[config.mk]
export PLATFORM = sky130hd
export DESIGN_NAME = pcileech_msix_tlp_tx
export DESIGN_NICKNAME = d
export VERILOG_FILES = /design/src/rtl/pcileech_msix_tlp_tx.sv
export SDC_FILE = /design/constraint.sdc
export NUM_CORES = 1
export LEC_CHECK = 0
export ABC_AREA = 1
export BUFFER_PORTS_ARGS = -buffer_cell sky130_fd_sc_hd__buf_2
export CAP_MARGIN = 20
export CORE_ASPECT_RATIO = 1.1
export CORE_MARGIN = 5
export CORE_UTILIZATION = 52
export DETAILED_ROUTE_END_ITERATION = 12
export PLACE_DENSITY = 0.8
export SYNTH_ARGS = -nofsm -noshare
export SYNTH_HDL_FRONTEND = slang
export SYNTH_SLANG_ARGS = --single-unit
[constraint.sdc]
create_clock -name clk -period 7.5 [get_ports clk]
set_clock_uncertainty 0.1 [all_clocks]
set_input_delay 0.75 -clock clk [delete_from_list [all_inputs] [get_ports clk]]
set_output_delay 0.75 -clock clk [all_outputs]
set_load 0.01 [all_outputs]
[src/rtl/pcileech_msix_tlp_tx.sv]
// -----------------------------------------------------------------------------
// pcileech_msix_tlp_tx
//
// Turns single-cycle MSI-X interrupt requests from the VMD MSI-X BAR block into
// posted Memory Write TLPs with a 1 DW payload. The TLPs go out on the 64-bit
// PCIe core TX AXI-stream toward the TLP engine's TX arbiter. A small FIFO
// absorbs bursts, because the request source has no backpressure.
//
// Ports:
//   clk, rst               clock, synchronous active-high reset
//   msix_interrupt_*       request strobe with 64-bit address and 32-bit data
//   cfg_requester_id       {bus,dev,fn}, sampled when a request is popped
//   cfg_bus_master_en      gates popping; a TLP already started still completes
//   tx_t*                  64-bit AXI-stream TX master (DW0 in [31:0])
//   stat_overflow          saturating count of requests dropped on a full FIFO
//   stat_misaligned        saturating count of requests dropped for addr[1:0]!=0
//   busy                   FIFO holds entries or a TLP is in flight
// -----------------------------------------------------------------------------
module pcileech_msix_tlp_tx #(
  parameter int FIFO_DEPTH = 4,
  parameter int STAT_W     = 16
) (
  input  logic              clk,
  input  logic              rst,
  input  logic              msix_interrupt_valid,
  input  logic [63:0]       msix_interrupt_addr,
  input  logic [31:0]       msix_interrupt_data,
  input  logic [15:0]       cfg_requester_id,
  input  logic              cfg_bus_master_en,
  output logic [63:0]       tx_tdata,
  output logic [7:0]        tx_tkeep,
  output logic              tx_tlast,
  output logic              tx_tvalid,
  input  logic              tx_tready,
  output logic [STAT_W-1:0] stat_overflow,
  output logic [STAT_W-1:0] stat_misaligned,
  output logic              busy
);

  localparam int PTR_W = $clog2(FIFO_DEPTH);
  localparam int CNT_W = PTR_W + 1;

  typedef enum logic [1:0] {S_IDLE, S_BEAT0, S_BEAT1, S_BEAT2} state_e;

  // The address is stored without bits [1:0]; misaligned requests never enter.
  typedef struct packed {
    logic [61:0] addr_w;  // addr[63:2]
    logic [31:0] data;
  } req_t;

  req_t fifo_mem [FIFO_DEPTH];

  logic [PTR_W-1:0]  wr_ptr_q, wr_ptr_d;
  logic [PTR_W-1:0]  rd_ptr_q, rd_ptr_d;
  logic [CNT_W-1:0]  count_q, count_d;
  state_e            state_q, state_d;
  logic [31:0]       addr_hi_q, addr_hi_d;
  logic [29:0]       addr_lo_q, addr_lo_d;
  logic [31:0]       data_q, data_d;
  logic [7:0]        tag_q, tag_d;
  logic [63:0]       tdata_q, tdata_d;
  logic [7:0]        tkeep_q, tkeep_d;
  logic              tlast_q, tlast_d;
  logic              tvalid_q, tvalid_d;
  logic [STAT_W-1:0] stat_overflow_q, stat_overflow_d;
  logic [STAT_W-1:0] stat_misaligned_q, stat_misaligned_d;

  req_t        head;
  logic        fifo_empty, fifo_full;
  logic        req_aligned, pop, push;
  logic        head_4dw;
  logic [31:0] head_dw0;
  logic [63:0] second_beat;

  always_comb begin
    // NOTE: every variable gets a default first so no path leaves it unassigned;
    // otherwise synthesis infers latches.
    head        = fifo_mem[rd_ptr_q];
    fifo_empty  = (count_q == '0);
    fifo_full   = (count_q == CNT_W'(FIFO_DEPTH));
    req_aligned = (msix_interrupt_addr[1:0] == 2'b00);
    pop         = (state_q == S_IDLE) && !fifo_empty && cfg_bus_master_en;
    // A full FIFO still accepts when the head leaves in the same cycle.
    push        = msix_interrupt_valid && req_aligned && (!fifo_full || pop);
    head_4dw    = (head.addr_w[61:30] != 32'h0);
    head_dw0    = head_4dw ? 32'h6000_0001 : 32'h4000_0001;
    // Second beat: 4DW carries {addr_lo, addr_hi}; 3DW carries {data, addr_lo}.
    second_beat = (addr_hi_q != 32'h0) ? {addr_lo_q, 2'b00, addr_hi_q}
                                       : {data_q, addr_lo_q, 2'b00};

    wr_ptr_d          = wr_ptr_q;
    rd_ptr_d          = rd_ptr_q;
    count_d           = count_q;
    state_d           = state_q;
    addr_hi_d         = addr_hi_q;
    addr_lo_d         = addr_lo_q;
    data_d            = data_q;
    tag_d             = tag_q;
    tdata_d           = tdata_q;
    tkeep_d           = tkeep_q;
    tlast_d           = tlast_q;
    tvalid_d          = tvalid_q;
    stat_overflow_d   = stat_overflow_q;
    stat_misaligned_d = stat_misaligned_q;

    if (msix_interrupt_valid && !req_aligned && (stat_misaligned_q != '1))
      stat_misaligned_d = stat_misaligned_q + STAT_W'(1);
    if (msix_interrupt_valid && req_aligned && fifo_full && !pop &&
        (stat_overflow_q != '1))
      stat_overflow_d = stat_overflow_q + STAT_W'(1);

    if (push) wr_ptr_d = wr_ptr_q + PTR_W'(1);
    if (pop)  rd_ptr_d = rd_ptr_q + PTR_W'(1);
    unique case ({push, pop})
      2'b10:   count_d = count_q + CNT_W'(1);
      2'b01:   count_d = count_q - CNT_W'(1);
      default: count_d = count_q;
    endcase

    // Output beats are registered; each next beat is prepared on acceptance
    // of the current one, so data/keep/last hold while tready is low.
    unique case (state_q)
      S_IDLE: begin
        if (pop) begin
          addr_hi_d = head.addr_w[61:30];
          addr_lo_d = head.addr_w[29:0];
          data_d    = head.data;
          tdata_d   = {cfg_requester_id, tag_q, 4'h0, 4'hF, head_dw0};
          tkeep_d   = 8'hFF;
          tlast_d   = 1'b0;
          tvalid_d  = 1'b1;
          state_d   = S_BEAT0;
        end
      end
      S_BEAT0: begin
        if (tx_tready) begin
          tdata_d = second_beat;
          tkeep_d = 8'hFF;
          tlast_d = (addr_hi_q == 32'h0);
          state_d = S_BEAT1;
        end
      end
      S_BEAT1: begin
        if (tx_tready) begin
          if (addr_hi_q != 32'h0) begin
            tdata_d = {32'h0, data_q};
            tkeep_d = 8'h0F;
            tlast_d = 1'b1;
            state_d = S_BEAT2;
          end else begin
            tdata_d  = '0;
            tkeep_d  = '0;
            tlast_d  = 1'b0;
            tvalid_d = 1'b0;
            tag_d    = tag_q + 8'd1;
            state_d  = S_IDLE;
          end
        end
      end
      S_BEAT2: begin
        if (tx_tready) begin
          tdata_d  = '0;
          tkeep_d  = '0;
          tlast_d  = 1'b0;
          tvalid_d = 1'b0;
          tag_d    = tag_q + 8'd1;
          state_d  = S_IDLE;
        end
      end
      default: state_d = S_IDLE;
    endcase
  end

  // NOTE: sequential state uses non-blocking assignments so every flop samples
  // the pre-edge values regardless of statement order.
  always_ff @(posedge clk) begin
    if (rst) begin
      wr_ptr_q          <= '0;
      rd_ptr_q          <= '0;
      count_q           <= '0;
      state_q           <= S_IDLE;
      addr_hi_q         <= '0;
      addr_lo_q         <= '0;
      data_q            <= '0;
      tag_q             <= '0;
      tdata_q           <= '0;
      tkeep_q           <= '0;
      tlast_q           <= 1'b0;
      tvalid_q          <= 1'b0;
      stat_overflow_q   <= '0;
      stat_misaligned_q <= '0;
    end else begin
      wr_ptr_q          <= wr_ptr_d;
      rd_ptr_q          <= rd_ptr_d;
      count_q           <= count_d;
      state_q           <= state_d;
      addr_hi_q         <= addr_hi_d;
      addr_lo_q         <= addr_lo_d;
      data_q            <= data_d;
      tag_q             <= tag_d;
      tdata_q           <= tdata_d;
      tkeep_q           <= tkeep_d;
      tlast_q           <= tlast_d;
      tvalid_q          <= tvalid_d;
      stat_overflow_q   <= stat_overflow_d;
      stat_misaligned_q <= stat_misaligned_d;
    end
  end

  // NOTE: the storage array has no reset; the pointers and count define which
  // entries are valid, so contents after reset are never observed.
  always_ff @(posedge clk) begin
    if (push) fifo_mem[wr_ptr_q] <= '{addr_w: msix_interrupt_addr[63:2],
                                      data:   msix_interrupt_data};
  end

  assign tx_tdata        = tdata_q;
  assign tx_tkeep        = tkeep_q;
  assign tx_tlast        = tlast_q;
  assign tx_tvalid       = tvalid_q;
  assign stat_overflow   = stat_overflow_q;
  assign stat_misaligned = stat_misaligned_q;
  assign busy            = (count_q != '0) || (state_q != S_IDLE);

endmodule
==> impl_metrics.py <==
metrics = {
    "yosys": {
        "synth.avg_cell_area_um2": 10.32,
        "ys.warnings.count": 0,
        "yosysSeqAreaShare": 0.6641,
        "syn_nets": 2400,
        "synthCells": 2270,
        "syn-cell-area_mm2": 0.02342,
        "synth.distinct_cells": 41,
        "ys_seq_elements": 589,
    },
    "clock_network": {
        "cts_root_buffer": "clkbuf_16",
        "post-cts-setup-buffers": 0,
        "cts.sinks": 589,
        "cts_resized": 0,
        "cts_made_buffers": 55,
        "htreeDepth": 2,
        "ctsHoldBuffers": 0,
        "clock_latency_ns": 0.61,
        "cts_tree": "yes",
        "clock_path_buffers": 3,
        "clk_pin_slew_ns": 0.07,
    },
    "floorplanning": {
        "rows": 81,
        "ioPinCount": 224,
        "die-area_mm2": 0.04939,
        "die_w_um": 212.4,
        "start_util": 0.5264,
        "die_h_um": 232.6,
        "core_area_mm2": 0.04449,
    },
    "place": {
        "hpwl_mm": 40.71,
        "gp_congestion": 0.9038,
        "numPortBuffers": 223,
        "dpl-instance-area_mm2": 0.02479,
        "place_inst": 2947,
    },
    "final_layout": {
        "final_common_cell": "edfxtp_1",
        "area_delta_synth_final_pct": 13.96,
        "fin_nets": 2554,
        "drive_above_1_share": 0.1518,
        "stdcell_area_mm2": 0.02669,
        "fin_cells": 3053,
        "final_cell_mix": "376 x edfxtp_1, 359 x nand2_1, 334 x nor2_1, 280 x o21ai_0, 223 x buf_2",
    },
    "drt": {
        "antenna_left": 0,
        "drc_errors": 0,
        "vias": 17910,
        "vias_per_cell": 5.867,
        "drt_iter0_drc": 2370,
        "wl_per_cell_um": 21.08,
        "wl_mm": 64.34,
        "drt_pre_antenna_iters": 6,
    },
    "global_route": {
        "grt_pass1_wl_mm": 97.17,
        "grt.total_usage": 0.2527,
        "grt_max_degree": 113,
        "antenna_found_initial": 8,
        "grt_pass1_vias": 16890,
        "overflow": 0,
    },
    "sta": {
        "finalHoldViolations": 0,
        "post-route-min-period_ns": 3.656,
        "worst_pin_slew_ns": 1.082,
        "rsz0062_at_grt": "false",
        "fmax_ghz": 0.2735,
        "fin_crit_sh": 0.4875,
        "slew_headroom": 0.2788,
        "report.final.slew_viol_count": 0,
        "setup_tns_ns": 0,
        "setup_viol": 0,
    },
    "run": {
        "maxCapViolations": 0,
    },
    "worst_setup_path": {
        "crit_type": "reg2reg",
        "crit_path_end_kind": "flip-flop",
        "worst_ep_arrival_time_ns": 4.09,
        "cp.required_ns": 7.93,
        "ff2ff_path_depth": 11,
        "path_max_fanout": 34,
        "worst_setup_path_start_kind": "flip-flop",
    },
    "outcome": {
        "status": "finished, final reports clean",
    },
    "power": {
        "vdd_drop_max_mv": 0.2394,
        "p_per_area_mw_per_mm2": 346.3,
        "power_leakage_uw": 0.009847,
        "power_uw": 9244,
    },
    "hold_path": {
        "hold_path.class": "in2reg",
        "whs_path_depth": 1,
    },
}
report_power, final:
part | total, µW | internal (µW) | leakage, µW | switching [µW]
Sequential | 4180 | 3780 | 0.00513 | 398
Combinational | 2230 | 663 | 0.00381 | 1560
Clock | 2840 | 1660 | 0.000907 | 1190
path summary, 6_finish.rpt:
path                                               start                        end  slack [ns]
worst max-delay path             state_q[1]$_SDFFE_PP0P_  tx_tdata[53]$_SDFFE_PP0P_        3.84
worst min-delay path             msix_interrupt_data[16]  fifo_mem[1][16]$_DFFE_PP_        0.25
worst max register to register   state_q[1]$_SDFFE_PP0P_  tx_tdata[53]$_SDFFE_PP0P_        3.84
worst min register to register  rd_ptr_q[1]$_SDFFE_PP0P_                  flip-flop        0.36
critical path, stage by stage (launching register included):
cell and delay, ns:
dfxtp_1 0.38, inv_1 0.11, ha_1 0.27, inv_2 0.52, nand2_1 0.14, inv_2 0.11, o21ai_4 0.06, nor2_4 0.63
inv_2 0.17, nor2_4 0.53, o211ai_1 0.33, a21oi_1 0.21
Yosys cell counts:
cell type	instances	area, µm²
nand2_2	4	25.02
nand4_1	7	43.79
o21a_1	8	60.06
buf_1	18	67.56
nor3_2	1	10.01
buf_6	6	67.56
xnor2_1	4	35.03
o31ai_1	1	7.510
o21ai_4	1	16.27
o2111ai_1	1	8.760
o22ai_1	1	6.260
nor2_2	1	6.260
o21bai_4	1	18.77
nor3b_1	3	22.52
nand2_1	359	1348
o21ai_0	280	1401
nor3b_2	2	25.02
or2_2	19	118.9
nand3_1	92	460.4
clkinv_1	1	3.750
xor2_1	5	43.79
edfxtp_1	376	11290
buf_4	12	90.09
nor2_4	4	45.04
fa_1	1	20.02
inv_2	6	22.52
o21ai_1	20	100.1
ha_1	12	150.1
dfxtp_1	213	4264
nor2_1	339	1272
buf_2	29	145.1
o21bai_1	1	7.510
o211ai_1	22	165.2
a21oi_1	166	830.8
a31oi_1	62	387.9
a22o_1	17	148.9
inv_1	79	296.5
a31o_2	1	8.760
clkbuf_1	78	292.8
nor3_1	15	75.07
and3_1	2	12.51
final cells by class:
type	instances	area, µm²
timing repair buffer	240	1289
clock inverter	26	274.0
clock buffer	77	1593
fill	3447	17800
multi-input combinational	1452	6914
tap	581	726.9
antenna	2	5.005
inverter	86	329.1
sequential	589	15560
state kept, by name, indices dropped and copies added, names as in the netlist, named ones only:
name             count
stat_misaligned     16
stat_overflow       16
addr_hi_q           32
addr_lo_q           30
tx_tdata            64
fifo_mem           376
rd_ptr_q             2
tx_tlast             1
tag_q                8
state_q              2
data_q              32
count_q              3
wr_ptr_q             2
tx_tvalid            1
tx_tkeep             2
cells by family after synthesis:
kind of cell               share of synthesized area
DFF                                           0.6641
AOI/OAI and AO/OA                             0.1353
buffers and inverters                        0.04209
xor gates and xnor gates                    0.003365
adders and majority gates                   0.007265
and+or+nand+nor                               0.1479
per-stage QoR:
step,hold slack (ns),setup WS (ns),utilization
final,0.2528,3.844,0.6000
after global routing,0.2469,3.657,0.6000
after CTS,0.2284,3.847,0.5992
after detailed placement,0.3557,3.602,0.5573
after global placement,0.3352,3.535,0.5568
after floorplan,0.3223,1.745,-
per-layer routing:
metal	track usage	wire length [µm]
met5	0	77
met4	0.1188	3194
met3	0.05812	6881
met2	0.4107	30590
met1	0.3232	23600
Note: power is estimated with default switching activity, not from simulation.
